[config.mk]
export PLATFORM = sky130hd
export DESIGN_NAME = cla_pipe_adder
export DESIGN_NICKNAME = d
export VERILOG_FILES = /design/src/rtl/cla_pkg.sv /design/src/rtl/cla_block.sv /design/src/rtl/cla_pipe_adder.sv
export SDC_FILE = /design/constraint.sdc
export NUM_CORES = 1
export LEC_CHECK = 0
export CAP_MARGIN = 30
export CORE_UTILIZATION = 55
export DETAILED_ROUTE_END_ITERATION = 8
export DONT_BUFFER_PORTS = 1
export PLACE_DENSITY = 0.71
export SKIP_LAST_GASP = 1
export SLEW_MARGIN = 20
export SYNTH_ARGS = -nofsm -noshare
export SYNTH_HDL_FRONTEND = slang
export SYNTH_SLANG_ARGS = --single-unit
[constraint.sdc]
create_clock -name clk -period 4.85 [get_ports clk]
set_input_delay 0.97 -clock clk [delete_from_list [all_inputs] [get_ports clk]]
set_output_delay 0.97 -clock clk [all_outputs]
set_load 0.005 [all_outputs]
[src/rtl/cla_pkg.sv]
// cla_pkg: sizing helpers, parameter legality check and the per-stage control fields
// carried with each pipeline token (CLA_PIPE_SUB_EN adds the subtract flag).
package cla_pkg;
    function automatic int seg_width(int width, int stages);
        return width / stages;
    endfunction
    function automatic int group_count(int width, int stages, int block);
        return width / stages / block;
    endfunction
    function automatic bit params_legal(int width, int block, int stages);
        return width >= 4 && stages >= 1 && block >= 1 && width % stages == 0 &&
               (width / stages) % block == 0;
    endfunction
    typedef struct packed {
        logic valid;
        logic carry;
`ifdef CLA_PIPE_SUB_EN
        logic sub;
`endif
    } cla_ctl_t;
endpackage

[src/rtl/cla_block.sv]
// cla_block: combinational BLOCK-bit carry-lookahead group with group propagate/generate.
module cla_block #(
    parameter int BLOCK = 4
) (
    input  logic [BLOCK-1:0] a,
    input  logic [BLOCK-1:0] b,
    input  logic             c_in,
    output logic [BLOCK-1:0] s,
    output logic             p,
    output logic             g
);
    logic [BLOCK-1:0] pb, gb, c;
    assign pb = a ^ b;
    assign gb = a & b;
    assign p  = &pb;
    always_comb begin
        c[0] = c_in;
        g    = gb[0];
        for (int i = 1; i < BLOCK; i++) begin
            c[i] = gb[i-1] | (pb[i-1] & c[i-1]);
            g    = gb[i] | (pb[i] & g);
        end
    end
    assign s = pb ^ c;
endmodule

[src/rtl/cla_pipe_adder.sv]
// cla_pipe_adder: STAGES-deep pipelined carry-lookahead adder with valid/ready handshake.
// Define CLA_PIPE_SUB_EN to add the sub input and the ovf output.
module cla_pipe_adder
    import cla_pkg::*;
#(
    parameter int WIDTH  = 32,
    parameter int BLOCK  = 4,
    parameter int STAGES = 2
) (
    input  logic             clk,
    input  logic             rst,
    input  logic             in_valid,
    output logic             in_ready,
    input  logic [WIDTH-1:0] a,
    input  logic [WIDTH-1:0] b,
    input  logic             cin,
`ifdef CLA_PIPE_SUB_EN
    input  logic             sub,
    output logic             ovf,
`endif
    output logic             out_valid,
    input  logic             out_ready,
    output logic [WIDTH-1:0] sum,
    output logic             cout
);
    localparam int SEG_W = seg_width(WIDTH, STAGES);
    localparam int NG    = group_count(WIDTH, STAGES, BLOCK);

    typedef struct packed {
        cla_ctl_t         ctl;
        logic [WIDTH-1:0] s;
        logic [WIDTH-1:0] a;
        logic [WIDTH-1:0] b;
    } token_t;

    token_t in_tok;
    token_t tok_q [STAGES];
    token_t tok_d [STAGES];
    logic   advance;

    if (!params_legal(WIDTH, BLOCK, STAGES)) begin : g_illegal
        $error("cla_pipe_adder: WIDTH must be >= 4 and divisible by STAGES, SEG_W by BLOCK");
    end

    always_comb begin
        in_tok           = '0;
        in_tok.ctl.valid = in_valid;
        in_tok.ctl.carry = cin;
        in_tok.a         = a;
        in_tok.b         = b;
`ifdef CLA_PIPE_SUB_EN
        // subtract is a + ~b + 1: the inversion happens per stage, the +1 enters as carry
        in_tok.ctl.sub   = sub;
        in_tok.ctl.carry = sub | cin;
`endif
    end

    for (genvar k = 0; k < STAGES; k++) begin : g_stage
        token_t           st_in, st_out;
        logic [SEG_W-1:0] sa, sb, ss;
        logic [NG-1:0]    gp, gg;
        logic [NG:0]      gc;
        if (k == 0) begin : g_first
            assign st_in = in_tok;
        end else begin : g_next
            assign st_in = tok_q[k-1];
        end
        assign sa = st_in.a[k*SEG_W +: SEG_W];
`ifdef CLA_PIPE_SUB_EN
        assign sb = st_in.b[k*SEG_W +: SEG_W] ^ {SEG_W{st_in.ctl.sub}};
`else
        assign sb = st_in.b[k*SEG_W +: SEG_W];
`endif
        assign gc[0] = st_in.ctl.carry;
        for (genvar j = 0; j < NG; j++) begin : g_grp
            cla_block #(.BLOCK(BLOCK)) u_blk (
                .a    (sa[j*BLOCK +: BLOCK]),
                .b    (sb[j*BLOCK +: BLOCK]),
                .c_in (gc[j]),
                .s    (ss[j*BLOCK +: BLOCK]),
                .p    (gp[j]),
                .g    (gg[j])
            );
            assign gc[j+1] = gg[j] | (gp[j] & gc[j]);
        end
        always_comb begin
            st_out                       = st_in;
            st_out.ctl.carry             = gc[NG];
            st_out.s[k*SEG_W +: SEG_W]   = ss;
        end
        assign tok_d[k] = st_out;
    end

    // one global stall: the whole pipe moves or holds together
    assign advance  = !out_valid | out_ready;
    assign in_ready = advance;

    always_ff @(posedge clk) begin
        for (int k = 0; k < STAGES; k++)
            if (rst) tok_q[k] <= '0;
            else if (advance) tok_q[k] <= tok_d[k];
    end

    assign out_valid = tok_q[STAGES-1].ctl.valid;
    assign sum       = tok_q[STAGES-1].s;
    assign cout      = tok_q[STAGES-1].ctl.carry;
`ifdef CLA_PIPE_SUB_EN
    assign ovf = (tok_q[STAGES-1].a[WIDTH-1] == (tok_q[STAGES-1].b[WIDTH-1] ^ tok_q[STAGES-1].ctl.sub)) &&
                 (tok_q[STAGES-1].s[WIDTH-1] != tok_q[STAGES-1].a[WIDTH-1]);
`endif
endmodule
==> implementation parameters <==
Parameter                              Value

Worst setup path
  Critical Path, Cell by Cell ... ha_1, and3_1, a31oi_1, o21ai_1, a211oi_2, o21ai_0, fa_1, fa_1, fa_1, xnor2_1, nor2_1
  Stage delay of the slowest cell on the critical path ... 0.40 ns
  Critical Path Start ... a[3]
  Worst Setup Path Type ... in2reg
  Most common cell type on the critical path ... sky130_fd_sc_hd__fa_1
  Minimum setup slack among reg-to-reg paths ... 1.49 ns
  Endpoint required time on the critical path ... 4.93 ns
  Library cell contributing the largest single delay on the critical path ... sky130_fd_sc_hd__fa_1
  Worst r2r src ... tok_q[0][18]
  Kind of start point of the critical path ... input port
  Worst reg2reg path depth ... 11
  Critical Path Sink Type ... register
  Top fanout value on the critical path ... 3
  WP data arrival ... 3.65 ns

Timing
  Fmax ... 280 MHz
  Total count of hold-check failures in the final report ... 0
  Final setup margin ... 1.28 ns
  Count of final setup violators ... 0
  Worst-case clock skew ... 0.0132 ns
  Final slew viol count ... 0
  Period utilisation layout ... 73.5%
  Transition time of the tightest slew-check pin ... 0.638 ns
  Shortest clock period the worst path allows after layout ... 3.57 ns
  Final-layout setup total negative slack ... 0 ns
  Tightest slew margin relative to the limit ... 57.5%
  RSZ-0062 raised after global routing ... no

Drt
  DRC violation count after routing ... 0
  Number of violations reported at the end of detailed-routing iteration 0 ... 40
  First-pass DRT Iterations ... 4
  Top routing layer used ... met4
  Average detailed-routed wire length per instance ... 15.5 um
  Detailed-routing wirelength on met1 ... 2820 um
  Final ANT Viol Nets ... 0
  WL final ... 6380 um
  Vias ... 2189
  Met2 routed wirelength ... 3200 um
  Length of routed met3 wiring ... 251 um
  DR vias/cell ... 5.31

Die
  Starting Density ... 56.7%
  Total number of placement rows ... 32
  Number of primary I/O pins ... 104
  Die Ht ... 91.0 um
  Placeable core region ... 0.00769 mm^2
  Die outline width ... 91.0 um
  Die Outline Area ... 0.00829 mm^2

Clocking
  Deepest level of the CTS H-tree ... 3
  CTS root buf ... sky130_fd_sc_hd__clkbuf_8
  Post-CTS setup buffers ... 0
  Clock tree from TritonCTS ... built
  Buffer levels on the longest clock path ... 2
  CTS Sinks ... 84
  Number of gates resized after CTS ... 0
  Clock transition at path regs ... 0.09 ns
  Clock buffers created by TritonCTS ... 9
  Clock insertion delay at the later pin of the skew report ... 0.34 ns
  Hold buffer count at CTS ... 0

Synthesis
  Count of yosys warnings during synthesis ... 0
  Count of mapped cells out of synthesis ... 302
  Synth Flop Type ... sky130_fd_sc_hd__edfxtp_1
  Register area share after synthesis ... 57.8%
  Post-Syn Area per Cell ... 14.4 um^2
  Synthesized cell area ... 0.00436 mm^2
  Count of different cell masters after synthesis ... 28
  Dominant cell by count in the synthesized netlist ... sky130_fd_sc_hd__edfxtp_1
  Share of flip-flops with an asynchronous set or reset ... 0%
  Number of enable-type register cells in the synthesized netlist ... 84
  Share of the synthesized area in the top cell type ... 57.8%
  Synthesized net count ... 427
  Most common library cells after synthesis ... 84 x sky130_fd_sc_hd__edfxtp_1, 72 x sky130_fd_sc_hd__and2_1, 32 x sky130_fd_sc_hd__ha_1
  Library cell with the largest summed area after synthesis ... sky130_fd_sc_hd__edfxtp_1
  Flip-flop and latch count after synthesis ... 84
  Top area cells in the synthesized netlist ... sky130_fd_sc_hd__edfxtp_1 58%, sky130_fd_sc_hd__fa_1 11%, sky130_fd_sc_hd__and2_1 10%

Global route
  Number of global-route vias before repair ... 2176
  Number of antenna violations at the first check in global routing ... 0
  GRT overflow ... 0
  Overall track demand over capacity in global routing ... 16.3%
  Pin count of the biggest net entering global routing ... 48
  Wire length of the first global-routing pass ... 10300 um

Finish
  Non-filler cells in the finished layout ... 412
  Most flop-heavy register ... tok_q
  Share of layout cells above drive strength 1 ... 6.45%
  Layout Nets ... 431
  Total inserted antenna cells ... 0
  Area grow syn2layout ... 8.24%
  Combined area of the multi-input logic cells ... 0.00178 mm^2
  Max FFs per register ... 84
  Top Registers ... tok_q: 84 flops
  Sequential cell area ... 0.00252 mm^2
  Filler cell count in the final layout ... 597

Power and ir drop
  Worst voltage drop across the vdd grid ... 0.186 mV
  Power Density ... 354 mW/mm^2
  Total power consumption of the routed design ... 0.00167 W
  Static Leakage ... 1.98 nW

Flow run
  Maximum capacitance violations ... 0

Hold path
  Number of instances on the worst hold path ... 1
  Worst min path class ... reg2reg
  Hold Path Origin ... tok_q[0][97]

Run status
  Result of the run ... completed

Placed design
  Routability cong. ... 0.775
  Count of input and output buffers ... 0
  Placed cell count ... 397
  Placed wire-length estimate after detailed placement ... 4760 um
  Worst Setup Slack post-DPL ... 0.883 ns
==> power breakdown <==
group	internal [W]	switching (W)	total, W
sequential	0.000889	0.0000377	0.000926
combinational	0.0000851	0.0000885	0.000174
clock	0.000338	0.000233	0.000571
==> cells by family after synthesis <==
family | count (synthesis) | share of synthesized area [%]
and+or+nand+nor | 106 | 14.2
DFF | 84 | 57.8
adders and majority gates | 56 | 20.2
AOI/OAI and AO/OA | 29 | 4.50
buffers and inverters | 19 | 1.66
xor gates and xnor gates | 8 | 1.61
==> per-layer routing <==
| layer | track usage [%] | vias up |
|---|---|---|
| met2 | 26.7 | 68 |
| met3 | 3.35 | 11 |
| li1 | - | 1071 |
| met5 | 0 | - |
| met1 | 21.1 | 1039 |
| met4 | 7.01 | 0 |
==> critical path: cells and delay by family <==
kind / cells / cell delay (ns)
adders and majority gates: 4 / 1.47
AOI/OAI and AO/OA: 4 / 0.78
and+or+nand+nor: 2 / 0.25
xor gates and xnor gates: 1 / 0.16
==> cells in the final DEF, fill, tap and decap left out <==
cell                         Yosys  final
sky130_fd_sc_hd__xnor2_1         8      8
sky130_fd_sc_hd__nand4_1         3      3
sky130_fd_sc_hd__o21ai_1         1      1
sky130_fd_sc_hd__and2_1         72     72
sky130_fd_sc_hd__a21oi_1         7      7
sky130_fd_sc_hd__o21ai_0         8      8
sky130_fd_sc_hd__a41oi_1         1      1
sky130_fd_sc_hd__nor2b_4         0      1
sky130_fd_sc_hd__clkbuf_8        0      9
sky130_fd_sc_hd__clkinvlp_4      0      1
sky130_fd_sc_hd__o31ai_2         1      1
sky130_fd_sc_hd__a31oi_1         1      1
sky130_fd_sc_hd__o31a_1          1      1
sky130_fd_sc_hd__and3_1          2      2
sky130_fd_sc_hd__fa_1           24     24
sky130_fd_sc_hd__and4_1          2      2
sky130_fd_sc_hd__buf_4           0      1
sky130_fd_sc_hd__a221oi_2        1      1
sky130_fd_sc_hd__edfxtp_1       84     84
sky130_fd_sc_hd__a211oi_1        5      5
sky130_fd_sc_hd__nand2b_1        3      3
sky130_fd_sc_hd__clkinv_1        0      1
sky130_fd_sc_hd__nor2_1         15     15
sky130_fd_sc_hd__or3_1           2      2
sky130_fd_sc_hd__buf_12          0      1
sky130_fd_sc_hd__ha_1           32     32
sky130_fd_sc_hd__bufinv_16       0      3
sky130_fd_sc_hd__clkbuf_1        8      1
sky130_fd_sc_hd__inv_1          10     10
sky130_fd_sc_hd__a211oi_2        1      1
sky130_fd_sc_hd__a21o_1          2      2
sky130_fd_sc_hd__or2_4           0      1
sky130_fd_sc_hd__nand2_1         5      5
==> stage by stage <==
stage                     area [um^2]  utilization, %  hold slack, ns
final                            4720            61.4           0.523
after global routing             4720            61.4           0.535
after CTS                        4720            61.4           0.525
after detailed placement         4490            58.4           0.504
after global placement           4470            58.2           0.500
after floorplan                  4360               -           0.497
==> final timing paths <==
kind | end
hold / removal | tok_q[1][97]
hold reg to reg | tok_q[1][97]
setup reg to reg | tok_q[1][95]
setup / recovery | tok_q[0][79]
==> cell type report <==
class | count | area share [%]
inverter | 10 | 0.795
sequential | 84 | 53.4
clock buffer | 10 | 2.70
tap | 102 | 2.70
multi-input combinational | 199 | 37.6
timing repair buffer | 2 | 0.583
clock inverter | 5 | 2.15
(Power assumes the default switching activity.)
